==> config.mk <==
export PLATFORM = sky130hd
export DESIGN_NAME = mci_mcu_rst_req_arb
export DESIGN_NICKNAME = d
export VERILOG_FILES = /design/src/rtl/mci_mcu_rst_req_arb.sv
export SDC_FILE = /design/constraint.sdc
export NUM_CORES = 1
export LEC_CHECK = 0
export CAP_MARGIN = 40
export CORE_MARGIN = 2
export CORE_UTILIZATION = 51
export DETAILED_ROUTE_END_ITERATION = 8
export GPL_TIMING_DRIVEN = 0
export HOLD_SLACK_MARGIN = 0.15
export PLACE_DENSITY = 0.9
export SYNTH_ARGS = -nofsm -noshare
export SYNTH_HDL_FRONTEND = slang
export SYNTH_SLANG_ARGS = --single-unit
export TNS_END_PERCENT = 100
==> constraint.sdc <==
create_clock -name clk -period 2.4 [get_ports clk]
set_input_delay 0.48 -clock clk [delete_from_list [all_inputs] [get_ports clk]]
set_output_delay 0.48 -clock clk [all_outputs]
set_load 0.03 [all_outputs]
==> src/rtl/mci_mcu_rst_req_arb.sv <==
// Round-robin arbiter for MCU reset requests feeding the MCI boot sequencer.
// Tracks each granted request through sequencer reset entry/exit, with an acknowledge timeout.
module mci_mcu_rst_req_arb #(
  parameter int NUM_REQ       = 3,
  parameter int TIMEOUT_WIDTH = 16,
  localparam int IDW          = (NUM_REQ > 1) ? $clog2(NUM_REQ) : 1
) (
  input  logic                     clk,
  input  logic                     mci_rst_b,
  input  logic [NUM_REQ-1:0]       req_i,
  output logic [NUM_REQ-1:0]       done_o,
  output logic [IDW-1:0]           grant_id_o,
  output logic                     busy_o,
  output logic [NUM_REQ-1:0]       pending_o,
  output logic                     mcu_rst_req_o,
  input  logic                     seq_wait_req_i,
  input  logic                     seq_in_rst_i,
  input  logic [TIMEOUT_WIDTH-1:0] timeout_limit_i,
  output logic                     timeout_o,
  output logic [IDW-1:0]           timeout_id_o,
  input  logic                     timeout_clr_i
);

  typedef enum logic [2:0] {
    ST_IDLE       = 3'd0,
    ST_ISSUE      = 3'd1,
    ST_WAIT_ENTER = 3'd2,
    ST_WAIT_EXIT  = 3'd3,
    ST_DONE       = 3'd4
  } state_t;

  localparam logic [IDW:0]   NUM_REQ_W = (IDW+1)'(NUM_REQ);
  localparam logic [IDW-1:0] LAST_ID   = IDW'(NUM_REQ - 1);

  state_t                   r_state;
  state_t                   w_state_nxt;
  logic [NUM_REQ-1:0]       r_pending;
  logic [IDW-1:0]           r_rr_ptr;
  logic [IDW-1:0]           r_grant;
  logic [TIMEOUT_WIDTH-1:0] r_cnt;
  logic                     r_timeout;
  logic [IDW-1:0]           r_timeout_id;

  logic [IDW-1:0]           w_winner;
  logic [IDW:0]             w_idx;
  logic                     w_load_grant;
  logic                     w_clr_cnt;
  logic                     w_inc_cnt;
  logic                     w_to_set;
  logic                     w_retire;
  logic [NUM_REQ-1:0]       w_clr_mask;
  logic [IDW-1:0]           w_next_rr;

  // Winner search: descending scan so the closest index above rr_ptr is the last one kept.
  always_comb begin
    w_winner = r_rr_ptr;
    w_idx    = {(IDW+1){1'b0}};
    for (int k = NUM_REQ - 1; k >= 0; k--) begin
      w_idx    = {1'b0, r_rr_ptr} + (IDW+1)'(k);
      w_idx    = (w_idx >= NUM_REQ_W) ? (w_idx - NUM_REQ_W) : w_idx;
      w_winner = r_pending[w_idx[IDW-1:0]] ? w_idx[IDW-1:0] : w_winner;
    end
  end

  // Next-state and control strobes.
  always_comb begin
    w_state_nxt  = r_state;
    w_load_grant = 1'b0;
    w_clr_cnt    = 1'b0;
    w_inc_cnt    = 1'b0;
    w_to_set     = 1'b0;
    w_retire     = 1'b0;
    case (r_state)
      ST_IDLE: begin
        if ((|r_pending) && seq_wait_req_i) begin
          w_state_nxt  = ST_ISSUE;
          w_load_grant = 1'b1;
        end else begin
          w_state_nxt  = ST_IDLE;
        end
      end
      ST_ISSUE: begin
        w_clr_cnt   = 1'b1;
        w_state_nxt = ST_WAIT_ENTER;
      end
      ST_WAIT_ENTER: begin
        w_inc_cnt = 1'b1;
        // Reset entry beats a coincident timeout.
        if (seq_in_rst_i) begin
          w_state_nxt = ST_WAIT_EXIT;
        end else if ((timeout_limit_i != {TIMEOUT_WIDTH{1'b0}}) && (r_cnt == timeout_limit_i)) begin
          w_to_set    = 1'b1;
          w_retire    = 1'b1;
          w_state_nxt = ST_IDLE;
        end else begin
          w_state_nxt = ST_WAIT_ENTER;
        end
      end
      ST_WAIT_EXIT: begin
        if (!seq_in_rst_i && seq_wait_req_i) begin
          w_state_nxt = ST_DONE;
        end else begin
          w_state_nxt = ST_WAIT_EXIT;
        end
      end
      ST_DONE: begin
        w_retire    = 1'b1;
        w_state_nxt = ST_IDLE;
      end
      default: begin
        w_state_nxt = ST_IDLE;
      end
    endcase
  end

  // Retire mask and round-robin successor of the current grant.
  always_comb begin
    w_clr_mask = w_retire ? (NUM_REQ'(1) << r_grant) : {NUM_REQ{1'b0}};
    w_next_rr  = (r_grant == LAST_ID) ? {IDW{1'b0}} : (r_grant + IDW'(1));
  end

  // State, pending, pointer, counter and timeout registers.
  always_ff @(posedge clk or negedge mci_rst_b) begin
    if (!mci_rst_b) begin
      r_state      <= ST_IDLE;
      r_pending    <= {NUM_REQ{1'b0}};
      r_rr_ptr     <= {IDW{1'b0}};
      r_grant      <= {IDW{1'b0}};
      r_cnt        <= {TIMEOUT_WIDTH{1'b0}};
      r_timeout    <= 1'b0;
      r_timeout_id <= {IDW{1'b0}};
    end else begin
      r_state   <= w_state_nxt;
      // A new request in the retire cycle survives the clear.
      r_pending <= (r_pending & ~w_clr_mask) | req_i;
      r_rr_ptr  <= w_retire ? w_next_rr : r_rr_ptr;
      r_grant   <= w_load_grant ? w_winner : r_grant;
      if (w_clr_cnt) begin
        r_cnt <= {TIMEOUT_WIDTH{1'b0}};
      end else if (w_inc_cnt && (r_cnt != {TIMEOUT_WIDTH{1'b1}})) begin
        r_cnt <= r_cnt + TIMEOUT_WIDTH'(1);
      end else begin
        r_cnt <= r_cnt;
      end
      if (timeout_clr_i) begin
        r_timeout <= 1'b0;
      end else if (w_to_set) begin
        r_timeout <= 1'b1;
      end else begin
        r_timeout <= r_timeout;
      end
      r_timeout_id <= w_to_set ? r_grant : r_timeout_id;
    end
  end

  // Outputs decoded from registered state and grant only.
  always_comb begin
    mcu_rst_req_o = (r_state == ST_ISSUE);
    busy_o        = (r_state != ST_IDLE);
    done_o        = (r_state == ST_DONE) ? (NUM_REQ'(1) << r_grant) : {NUM_REQ{1'b0}};
    grant_id_o    = r_grant;
    pending_o     = r_pending;
    timeout_o     = r_timeout;
    timeout_id_o  = r_timeout_id;
  end

endmodule

==> results.ini <==
[drt]
ant_nets = 0
wl_met3_um = 177
drt_iter0_drc = 73
wire_per_inst_um = 14.4
wl_met2_um = 2080
wl_met1_um = 1860
via_per_inst = 5.70
vias = 1688
drt-pass1-iter-count = 4
top_layer_used = met4
drc_errors = 0
wl_um = 4260

[critical_path]
worst-path-max-fanout = 6
reg2regPathDepth = 5
cp.arrival_ns = 1.80
reg2reg_from = r_cnt[10]
critPathSlowestCell = clkdlybuf4s50_1
slowest_delay_ns = 0.61
critPathTopFamily = buffers and inverters
worstReg2RegEnd = timeout_id_o[1]
path_cells = or3_1, clkdlybuf4s50_1
endpoint_kind = output pin
start_kind = register
cp.required_ns = 1.92
crit_type = register to output pin
startpoint = r_state[2]
cp_num_buf_inv = 1
r2r_slack_ns = 0.25

[power_and_ir_drop]
irDropWorstVdd_mv = 0.504
power.density_nw_per_um2 = 813
leakagePower_uw = 0.00109

[final_layout]
syn_to_final_growth_pct = 29.9
final_area_um2 = 2430
layout.area.seq_um2 = 726
insertedDiodeCount = 0
n_fill_cell = 270
layout.nets = 278
multiInputGateArea_um2 = 1090
drive_above_1_share = 0.104

[yosys]
syn-num-nets = 233
synth-edff-count = 0
ys_ff_latch = 29
synth_area_leader_cell = dfrtp_1
synth_simple_gate_area_frac = 0.230
ys_types = 45
synth_warnings = 0
synth_seq_area_share = 0.388
syn_area_um2 = 1870
ys.flop_type = dfrtp_1
synth_xor_area_frac = 0.117
synthAdderAreaFrac = 0.0335
synth_top_area_share = 0.388
ys_async_sr_fraction = 1.00
syn_avg_cell_area_um2 = 9.16
synth_top_family_by_area = simple AND/OR/NAND/NOR gates
synth_cells = 204
synthMuxAreaShare = 0.0442
synth-compound-area-share = 0.150
netlist_top_cells_area = dfrtp_1, xor2_1, ha_1

[place]
place_ws_ns = -0.385
gp_congestion = 0.865
dpl.hpwl_um = 3250
io_buffer_count = 36
placed_cell_area_um2 = 2300

[die]
die_w_um = 64.5
die_y_um = 64.5
start_util = 0.547
core_area_um2 = 3420
die_area_um2 = 4160
row_count = 21
io_pins = 37

[cts]
cts_buffers = 5
htreeDepth = 2
clock_latency_ns = 0.34
clk_pin_slew_worst_paths_ns = 0.10
cts_sinks = 29
hold_buffers = 0
ctsRootBufferMaster = clkbuf_4
cts_max_path_buffers = 2
cts_tree = built

[global_route]
gr-total-overflow = 0
grt_max_degree = 20
grt_pass1_vias = 1604
grt_pass1_wl_um = 7130
grt.total_usage = 0.222
antenna_found_initial = 0

[sta]
hold_viol_final = 0
setup_violations = 0
drv_slew = 0
fmaxAchievable_mhz = 439
relSlewSlack = 0.631
tightest_slew_ns = 0.552
fin_worst_skew_ns = 0.00645
period_share = 0.948
layout_setup_ws_ns = 0.125
fin_crit_ns = 2.28
fin_hold_ws_ns = 0.494

[min_path]
holdCritPathClass = input port to async pin

[flow_run]
cap_viol_max_count = 0

[run_status]
status = completed

-- power breakdown --
part / switching, uW / internal (uW)
sequential: 103 / 567
clock: 178 / 249
combinational: 502 / 374
total: 784 / 1190
-- kinds of logic (layout without fill, tap and decap cells) --
kind of cell	after synthesis	after routing
AND/OR/NAND/NOR	77	77
multiplexers	8	8
AO/OA/AOI/OAI	42	42
buffers and inverters	18	64
flip-flops	29	29
adder cells (fa/ha/maj)	5	5
XOR/XNOR	25	25
-- area by class of cell --
cell class              instances  share of cell area
inverters                      10              0.0165
clock buffers                   7              0.0227
clock inverters                 1              0.0124
flip-flops and latches         29               0.299
multi-input cells             157               0.450
repair buffers                 40               0.166
plain buffers                   6             0.00980
well taps                      46              0.0237
-- timing repair --
action / CTS / global route
endpoints found under the setup margin: 2 / 5
pin swaps: 0 / 1
endpoints found under the hold margin: 0 / 0
buffers inserted: 0 / 3
gates resized for setup: 6 / 5
-- state kept, by name (all words and copies together) (netlist names) --
| signal | flops |
|---|---|
| grant_id_o | 2 |
| pending_o | 3 |
| r_cnt | 16 |
| r_rr_ptr | 2 |
| r_state | 3 |
| timeout_id_o | 2 |
| timeout_o | 1 |
-- metal layers --
layer | up-vias | global-route usage
met5 | - | 0
met4 | 0 | 0.128
met3 | 13 | 0.0382
met2 | 50 | 0.380
met1 | 791 | 0.262
li1 | 834 | -
-- placed cells by master, fill, tap and decap left out, types with 2 or more instances in the layout --
cell	synthesis	layout
clkdlybuf4s50_1	0	32
dfrtp_1	29	29
xor2_1	18	18
nor2_1	16	16
nand2_1	14	14
o21ai_0	11	11
inv_1	10	9
nand3_1	8	8
xnor2_1	7	7
a21oi_1	7	7
nand4_1	6	6
clkbuf_1	7	6
mux2i_1	6	6
nor4_1	7	5
and3_1	5	5
ha_1	5	5
clkbuf_4	0	5
nand2b_1	4	4
o22ai_1	4	4
a22oi_1	3	3
and4_1	3	3
o211ai_1	3	3
buf_4	0	3
or3_4	1	2
nor4_2	0	2
or3_1	3	2
nor3_1	2	2
mux2_2	2	2
o2111ai_1	2	2
a31oi_1	2	2
dlymetal6s2s_1	0	2
-- synthesized netlist by cell type, types with 3 or more instances --
library cell  count
nand4_1           6
or3_1             3
o211ai_1          3
nor4_1            7
clkbuf_1          7
a21oi_1           7
and4_1            3
nor2_1           16
o21ai_0          11
nand3_1           8
a22oi_1           3
xnor2_1           7
o22ai_1           4
and3_1            5
nand2b_1          4
ha_1              5
inv_1            10
dfrtp_1          29
xor2_1           18
mux2i_1           6
nand2_1          14
-- metrics by stage --
| step | util | instances | power, uW | TNS (ns) |
|---|---|---|---|---|
| after global placement | 0.669 | 286 | 1500 | -0.939 |
| after CTS | 0.698 | 294 | 1950 | 0 |
| after detailed placement | 0.674 | 287 | 1530 | -1.33 |
| final | 0.710 | 296 | 1970 | 0 |
| after global routing | 0.710 | 296 | 2110 | -0.00166 |
| after floorplan | - | 204 | 1270 | 0 |
-- worst max path at each step --
stage / slack, ns / endpoint / cells past startpoint
global placement: -0.38 / mcu_rst_req_o / 6
global route: -0.002 / timeout_id_o[1] / 6
floorplan: 0.45 / timeout_id_o[0] / 5
finish: 0.12 / busy_o / 2
CTS: 0.01 / mcu_rst_req_o / 5
detailed placement: -0.39 / mcu_rst_req_o / 6
No activity file was read; power rests on OpenSTA's default activity.
